$ cat config.mk
export PLATFORM = sky130hd
export DESIGN_NAME = alu_child_pipe
export DESIGN_NICKNAME = d
export VERILOG_FILES = /design/src/rtl/alu_child_pkg.sv /design/src/rtl/alu_child_mul.sv /design/src/rtl/alu_child_pipe.sv
export SDC_FILE = /design/constraint.sdc
export NUM_CORES = 2
export LEC_CHECK = 0
export CAP_MARGIN = 20
export CORE_AREA = 2 2 345 347
export DETAILED_ROUTE_END_ITERATION = 8
export DIE_AREA = 0 0 347 349
export PLACE_DENSITY = 0.63
export REMOVE_ABC_BUFFERS = 1
export SYNTH_ARGS = -nofsm -noshare
export SYNTH_HDL_FRONTEND = slang
export SYNTH_SLANG_ARGS = --single-unit
$ cat constraint.sdc
create_clock -name clk -period 11.35 [get_ports clk]
set_input_delay 1.7025 -clock clk [delete_from_list [all_inputs] [get_ports clk]]
set_output_delay 1.7025 -clock clk [all_outputs]
set_load 0.005 [all_outputs]
$ cat src/rtl/alu_child_pkg.sv
// Shared opcodes, wide arithmetic type and range-check helper for the second-stage ALU.
// Latency: none (package only).
// Backpressure: none (package only).
package alu_child_pkg;

  localparam int OP_W = 3;

  localparam logic [OP_W-1:0] OP_ADD  = 3'b000;
  localparam logic [OP_W-1:0] OP_MUL  = 3'b001;
  localparam logic [OP_W-1:0] OP_SGE  = 3'b010;
  localparam logic [OP_W-1:0] OP_MAC  = 3'b011;
  localparam logic [OP_W-1:0] OP_RELU = 3'b100;
  localparam logic [OP_W-1:0] OP_ACLR = 3'b101;
  localparam logic [OP_W-1:0] OP_RSVD = 3'b110;
  localparam logic [OP_W-1:0] OP_PASS = 3'b111;

  // Largest supported NBITS; the wide type holds any 2*NBITS+1 intermediate.
  localparam int MAX_NBITS = 64;
  localparam int WIDE_W    = 2 * MAX_NBITS + 1;

  typedef logic signed [WIDE_W-1:0] wide_t;

  typedef enum logic [1:0] {
    CLAMP_NONE = 2'b00,
    CLAMP_HI   = 2'b01,
    CLAMP_LO   = 2'b10
  } clamp_e;

  // Classifies an exact result against the nbits-wide signed or unsigned range.
  function automatic clamp_e range_check(input wide_t full, input int nbits,
                                         input logic is_signed);
    wide_t hi;
    wide_t lo;
    if (is_signed) begin
      hi = (wide_t'(1) <<< (nbits - 1)) - wide_t'(1);
      lo = -(wide_t'(1) <<< (nbits - 1));
    end else begin
      hi = (wide_t'(1) <<< nbits) - wide_t'(1);
      lo = '0;
    end
    if (full > hi) return CLAMP_HI;
    if (full < lo) return CLAMP_LO;
    return CLAMP_NONE;
  endfunction

endpackage

$ cat src/rtl/alu_child_mul.sv
// Registered multiplier plus side-band shift register carrying valid/op/operands.
// Latency: DEPTH cycles (DEPTH may be 0, in which case the block is pure wiring).
// Backpressure: en_i low freezes every stage; bubbles ride through as vld=0.
module alu_child_mul
  import alu_child_pkg::*;
#(
  parameter int NBITS     = 32,
  parameter int DEPTH     = 1,
  parameter bit IS_SIGNED = 1'b1
) (
  input  logic               clk,
  input  logic               reset_n,
  input  logic               en_i,
  input  logic               vld_i,
  input  logic [OP_W-1:0]    op_i,
  input  logic [NBITS-1:0]   a_i,
  input  logic [NBITS-1:0]   c_i,
  output logic               vld_o,
  output logic [OP_W-1:0]    op_o,
  output logic [NBITS-1:0]   a_o,
  output logic [NBITS-1:0]   c_o,
  output logic [2*NBITS-1:0] prod_o
);

  localparam int PW = 2 * NBITS;

  logic [PW-1:0] a_x;
  logic [PW-1:0] c_x;
  logic [PW-1:0] prod_d;

  // Extend both operands to full product width so the low PW bits are the exact product.
  always_comb begin
    a_x    = {{NBITS{IS_SIGNED & a_i[NBITS-1]}}, a_i};
    c_x    = {{NBITS{IS_SIGNED & c_i[NBITS-1]}}, c_i};
    prod_d = a_x * c_x;
  end

  generate
    if (DEPTH == 0) begin : g_comb
      assign vld_o  = vld_i;
      assign op_o   = op_i;
      assign a_o    = a_i;
      assign c_o    = c_i;
      assign prod_o = prod_d;
    end else begin : g_pipe
      logic [DEPTH-1:0] vld_q;
      logic [OP_W-1:0]  op_q   [DEPTH];
      logic [NBITS-1:0] a_q    [DEPTH];
      logic [NBITS-1:0] c_q    [DEPTH];
      logic [PW-1:0]    prod_q [DEPTH];

      // Advance every stage together when the consumer side is not stalled.
      always_ff @(posedge clk or negedge reset_n) begin
        if (!reset_n) begin
          vld_q <= '0;
          for (int i = 0; i < DEPTH; i++) begin
            op_q[i]   <= '0;
            a_q[i]    <= '0;
            c_q[i]    <= '0;
            prod_q[i] <= '0;
          end
        end else if (en_i) begin
          vld_q[0]  <= vld_i;
          op_q[0]   <= op_i;
          a_q[0]    <= a_i;
          c_q[0]    <= c_i;
          prod_q[0] <= prod_d;
          for (int i = 1; i < DEPTH; i++) begin
            vld_q[i]  <= vld_q[i-1];
            op_q[i]   <= op_q[i-1];
            a_q[i]    <= a_q[i-1];
            c_q[i]    <= c_q[i-1];
            prod_q[i] <= prod_q[i-1];
          end
        end
      end

      assign vld_o  = vld_q[DEPTH-1];
      assign op_o   = op_q[DEPTH-1];
      assign a_o    = a_q[DEPTH-1];
      assign c_o    = c_q[DEPTH-1];
      assign prod_o = prod_q[DEPTH-1];
    end
  endgenerate

endmodule

$ cat src/rtl/alu_child_pipe.sv
// Second-stage ALU: add/mul/compare/MAC/ReLU/acc-clear/pass with optional saturation.
// Latency: MUL_STAGES cycles for every opcode (MUL_STAGES-1 in alu_child_mul + output register).
// Backpressure: in_ready = !(out_valid && !out_ready); a stall freezes all stages and the accumulator.
module alu_child_pipe
  import alu_child_pkg::*;
#(
  parameter int NBITS      = 32,
  parameter int MUL_STAGES = 2,
  parameter int SIGNED     = 1,
  parameter int SAT        = 1
) (
  input  logic             clk,
  input  logic             reset_n,
  input  logic             in_valid,
  output logic             in_ready,
  input  logic [NBITS-1:0] alu_result1,
  input  logic [NBITS-1:0] src_c,
  input  logic [2:0]       alu2_control,
  output logic             out_valid,
  input  logic             out_ready,
  output logic [NBITS-1:0] alu_result,
  output logic             ovf,
  output logic [NBITS-1:0] acc_value
);

  localparam bit IS_S   = (SIGNED != 0);
  localparam bit SAT_EN = (SAT != 0);
  localparam int PW     = 2 * NBITS;

  logic             out_valid_q;
  logic             ovf_q;
  logic [NBITS-1:0] result_q;
  logic [NBITS-1:0] acc_q;

  logic             ovf_d;
  logic [NBITS-1:0] result_d;
  logic [NBITS-1:0] acc_d;

  logic             adv;
  logic             t_vld;
  logic [OP_W-1:0]  t_op;
  logic [NBITS-1:0] t_a;
  logic [NBITS-1:0] t_c;
  logic [PW-1:0]    t_prod;

  wide_t w_a;
  wide_t w_c;
  wide_t w_acc;
  wide_t w_prod;

  // The only stall source is a held result the consumer has not taken.
  assign adv      = !(out_valid_q && !out_ready);
  assign in_ready = adv;

  alu_child_mul #(
    .NBITS    (NBITS),
    .DEPTH    (MUL_STAGES - 1),
    .IS_SIGNED(IS_S)
  ) u_mul (
    .clk    (clk),
    .reset_n(reset_n),
    .en_i   (adv),
    .vld_i  (in_valid && adv),
    .op_i   (alu2_control),
    .a_i    (alu_result1),
    .c_i    (src_c),
    .vld_o  (t_vld),
    .op_o   (t_op),
    .a_o    (t_a),
    .c_o    (t_c),
    .prod_o (t_prod)
  );

  function automatic wide_t widen_n(input logic [NBITS-1:0] x);
    return wide_t'({{(WIDE_W-NBITS){IS_S & x[NBITS-1]}}, x});
  endfunction

  function automatic wide_t widen_p(input logic [PW-1:0] x);
    return wide_t'({{(WIDE_W-PW){IS_S & x[PW-1]}}, x});
  endfunction

  // Returns {overflow, value}; the value is clamped only when saturation is enabled.
  function automatic logic [NBITS:0] saturate(input wide_t full);
    clamp_e           cl;
    logic [NBITS-1:0] v;
    cl = range_check(full, NBITS, IS_S);
    v  = full[NBITS-1:0];
    if (SAT_EN && cl == CLAMP_HI) begin
      v = IS_S ? {1'b0, {(NBITS-1){1'b1}}} : {NBITS{1'b1}};
    end else if (SAT_EN && cl == CLAMP_LO) begin
      v = IS_S ? {1'b1, {(NBITS-1){1'b0}}} : {NBITS{1'b0}};
    end
    return {cl != CLAMP_NONE, v};
  endfunction

  // Final-stage result: exact wide arithmetic, then range check / clamp.
  always_comb begin
    w_a      = widen_n(t_a);
    w_c      = widen_n(t_c);
    w_acc    = widen_n(acc_q);
    w_prod   = widen_p(t_prod);
    result_d = '0;
    ovf_d    = 1'b0;
    acc_d    = acc_q;
    case (t_op)
      OP_ADD:  {ovf_d, result_d} = saturate(w_a + w_c);
      OP_MUL:  {ovf_d, result_d} = saturate(w_prod);
      OP_SGE:  result_d = {{(NBITS-1){1'b0}}, (w_a >= w_c)};
      OP_MAC: begin
        {ovf_d, result_d} = saturate(w_acc + w_prod);
        acc_d = result_d;
      end
      OP_RELU: result_d = (IS_S && t_a[NBITS-1]) ? '0 : t_a;
      OP_ACLR: begin
        result_d = acc_q;
        acc_d    = '0;
      end
      OP_PASS: result_d = t_a;
      default: result_d = '0;
    endcase
  end

  // Output register; the accumulator moves only here so back-to-back MACs chain in order.
  always_ff @(posedge clk or negedge reset_n) begin
    if (!reset_n) begin
      out_valid_q <= 1'b0;
      result_q    <= '0;
      ovf_q       <= 1'b0;
      acc_q       <= '0;
    end else if (adv) begin
      out_valid_q <= t_vld;
      if (t_vld) begin
        result_q <= result_d;
        ovf_q    <= ovf_d;
        acc_q    <= acc_d;
      end
    end
  end

  assign out_valid  = out_valid_q;
  assign alu_result = result_q;
  assign ovf        = ovf_q;
  assign acc_value  = acc_q;

endmodule

==> impl_summary.txt <==
----------------------------------------------------
[Critical path]
  Critical path data arrival time ... 11.05 ns
  Worst setup EP type ... flop
  Highest fanout seen on the critical path ... 20
  Beginning of the critical path ... alu_result1[21]
  Category of the worst setup path launch point ... input port
  Worst endpoint required time ... 11.66 ns
  Launch point of the worst reg-to-reg path ... acc_value[31]
  Register-to-register setup slack ... 5.49 ns
  Classification of the worst setup path ... in2reg
  Capture point of the worst reg-to-reg path ... alu_result[1]
  Worst path max stage delay ... 1.05 ns
  Most frequent cell on the critical path ... sky130_fd_sc_hd__fa_1
  Endpoint of the most critical setup path ... u_mul.prod_o[58]
  Slowest CP cell ... sky130_fd_sc_hd__clkdlybuf4s50_1
  Number of cells on the worst reg-to-reg path ... 14

[Clocking]
  Post-cts gate resize count ... 0
  Clock latency at the later pin of the worst-skew pair ... 0.48 ns
  Clock-pin slew on the worst setup and hold paths ... 0.08 ns
  Clock sink count ... 198
  TritonCTS clock tree ... done
  Clock Root Buffer ... sky130_fd_sc_hd__clkbuf_16
  Buffers from clock root to sink, at most ... 2
  TritonCTS buffer count ... 17
  Hold_buf cts ... 0
  Number of setup buffers added after CTS ... 0
  Number of H-tree levels ... 4

[Global routing]
  Wire length of the first global-routing pass ... 253 mm
  GR Layer Usage met3 ... 3.32%
  GR peak layer ... met2
  Initial antenna violation count ... 7
  Global-route track usage on met1 ... 35.1%
  Gr usage total ... 26.9%
  Residual overflow from global routing ... 0
  Pin count of the biggest net entering global routing ... 105
  Number of global-route vias before repair ... 43600
  Met2 Usage GRT ... 47.0%

[Logic synthesis]
  Average instance area after synthesis ... 8.68 µm²
  Instance count of the mapped netlist ... 6026
  Yosys Warn Count ... 0
  Register area share after synthesis ... 9.47%
  Main flop type after synthesis ... sky130_fd_sc_hd__dfrtp_1
  Count of flip-flops with a built-in enable after synthesis ... 0
  Cell area after synthesis ... 52300 µm²
  Count of distinct cell types in the synthesized netlist ... 84
  Synth async-reset ratio ... 100%
  Flops & latches, synth ... 198

[Placement]
  Placed cells ... 7521
  Final GP Congestion ... 0.967
  Port Buffer Count ... 137
  Minimum setup slack after placement ... 0.222 ns
  Detailed Place HPWL ... 131 mm

[Finish]
  Share of final-layout standard cells stronger than drive strength 1 ... 3.49%
  Fraction of the core area covered by cells at the end of the flow ... 47.9%
  Post-route non-filler standard cell count ... 7556
  # nets final ... 7474
  Layout overhead on the synthesized area ... 7.45%
  Final antenna diode count ... 0

[Route]
  Number of detailed-route iterations in the first pass ... 9
  DRC marker count from the first detailed-route iteration ... 2853
  Vias per inst ... 5.47
  Count of antenna-violating nets left after detailed routing ... 0
  Number of design rule violations left after detail routing ... 0
  Via count of the routed design ... 41300
  Total wirelength of the detailed-routed design ... 159 mm
  Detailed-route wire length per cell ... 21.0 µm

[Timing]
  Number of failing setup endpoints in the final timing report ... 0
  Fmax ... 93.1 MHz
  Slack of the critical path ... 0.609 ns
  Transition at the pin with the smallest max-transition slack ... 1.17 ns
  Max-slew headroom at the worst pin ... 21.5%
  Count of final max-slew check failures ... 0
  Time the worst path needs with I/O delays and setup ... 10.74 ns
  Hold violation count in the final report ... 0
  Unrepaired setup endpoints after global routing ... no
  Skew final ... 0.0206 ns
  Share of the clock period used by the worst path ... 94.6%
  Setup TNS ... 0 ns

[Floorplan]
  Area of the die ... 121000 µm²
  I/O pin count ... 138
  Chip Height ... 349 µm
  Core area ... 117000 µm²
  Width of the die ... 347 µm
  Initial standard-cell utilization of the core ... 44.6%
  Placement Rows ... 126

[Flow run]
  Count of maximum capacitance violations ... 0

[Worst hold path]
  Type of the most critical hold path ... reg2reg

[Status]
  Outcome ... complete, no violations

----------------------------------------------------
## worst max-delay path: cells and delay by family
family / cells / cell delay, ns
compound gates: 8 / 2.15
xor+xnor: 1 / 0.15
fa+ha+maj: 9 / 4.47
buf+inv: 7 / 1.85
simple gates: 3 / 0.69
## how the worst min path moves through the flow
stage	slack [ns]	cells after the start	endpoint	from
after floorplan	0.46	2	u_mul.prod_o[2]	u_mul.prod_o[2]
after global routing	0.55	2	alu_result[1]	alu_result[1]
final	0.51	2	alu_result[1]	alu_result[1]
after CTS	0.51	2	alu_result[1]	alu_result[1]
after detailed placement	0.49	2	alu_result[1]	alu_result[1]
after global placement	0.49	2	alu_result[1]	alu_result[1]
## state kept, by name, indices dropped and copies added (netlist names)
| signal | flops |
|---|---|
| u_mul.vld_o | 1 |
| acc_value | 32 |
| u_mul.op_o | 3 |
| u_mul.a_o | 32 |
| u_mul.c_o | 32 |
| alu_result | 32 |
| ovf | 1 |
| u_mul.prod_o | 64 |
| out_valid | 1 |
## cells in the mapped netlist, types with 9 or more instances
master                      number  area (µm²)
sky130_fd_sc_hd__inv_1        1240        4650
sky130_fd_sc_hd__fa_1         1084       21700
sky130_fd_sc_hd__nand2_1       846        3180
sky130_fd_sc_hd__and2_1        519        3250
sky130_fd_sc_hd__ha_1          312        3900
sky130_fd_sc_hd__clkbuf_1      302        1130
sky130_fd_sc_hd__a21oi_1       244        1220
sky130_fd_sc_hd__o21ai_0       209        1050
sky130_fd_sc_hd__dfrtp_1       198        4950
sky130_fd_sc_hd__nor2_1        168         631
sky130_fd_sc_hd__xnor2_1        87         762
sky130_fd_sc_hd__a21o_1         76         571
sky130_fd_sc_hd__nand4_1        58         363
sky130_fd_sc_hd__nand3_1        56         280
sky130_fd_sc_hd__xor2_1         56         490
sky130_fd_sc_hd__a22oi_1        48         360
sky130_fd_sc_hd__nor2b_1        45         282
sky130_fd_sc_hd__or3_1          43         269
sky130_fd_sc_hd__nand2b_1       41         257
sky130_fd_sc_hd__nor3_1         38         190
sky130_fd_sc_hd__nor4_1         31         194
sky130_fd_sc_hd__o2111ai_1      27         236
sky130_fd_sc_hd__o21bai_1       25         188
sky130_fd_sc_hd__o211ai_1       22         165
sky130_fd_sc_hd__a31oi_1        19         119
sky130_fd_sc_hd__a211oi_1       18         135
sky130_fd_sc_hd__o31ai_1        15         113
sky130_fd_sc_hd__o21a_1         14         105
sky130_fd_sc_hd__a221oi_1       13         114
sky130_fd_sc_hd__and3_1         12        75.1
sky130_fd_sc_hd__a21boi_0        9        67.6
sky130_fd_sc_hd__or2_2           9        56.3
sky130_fd_sc_hd__or4_1           9        67.6
## cell families (layout without fill, tap and decap cells)
family | after synthesis | after routing | share of synthesized area [%]
compound gates | 821 | 821 | 9.97
xor+xnor | 143 | 143 | 2.39
fa+ha+maj | 1396 | 1396 | 48.9
buf+inv | 1554 | 1548 | 11.2
flops | 198 | 198 | 9.47
mux | 8 | 8 | 0.155
simple gates | 1906 | 1906 | 17.9
## cells in the final DEF, fill, tap and decap left out, types with 87 or more instances in the layout
cell type                         synthesis  layout
sky130_fd_sc_hd__inv_1                 1240    1240
sky130_fd_sc_hd__fa_1                  1084    1084
sky130_fd_sc_hd__nand2_1                846     846
sky130_fd_sc_hd__and2_1                 519     519
sky130_fd_sc_hd__ha_1                   312     312
sky130_fd_sc_hd__a21oi_1                244     242
sky130_fd_sc_hd__o21ai_0                209     209
sky130_fd_sc_hd__dfrtp_1                198     198
sky130_fd_sc_hd__nor2_1                 168     168
sky130_fd_sc_hd__clkdlybuf4s50_1          0     136
sky130_fd_sc_hd__buf_4                    0     128
sky130_fd_sc_hd__xnor2_1                 87      87
## per-layer routing
layer	part of all wire, %	routed length, µm
met5	0.026	41
met4	3.2	5070
met1	41	64900
met3	5.8	9190
met2	50	79800
## metrics by stage
| stage | hold WS (ns) | cell area (µm²) |
|---|---|---|
| after floorplan | 0.456 | 51100 |
| after global placement | 0.490 | 55600 |
| after detailed placement | 0.487 | 55600 |
| after CTS | 0.510 | 56200 |
| after global routing | 0.546 | 56200 |
| final | 0.511 | 56200 |
## layout make-up
class	count	area, µm²
Inverter	1241	4660
Sequential cell	198	4950
Clock buffer	17	425
Multi-Input combinational cell	4274	41500
Fill cell	11300	61200
Clock inverter	15	181
Timing Repair Buffer	275	2530
Tap cell	1536	1920
Power is not shown: default switching activity piles up to over one toggle a cycle in this logic, so the estimate is an artifact.
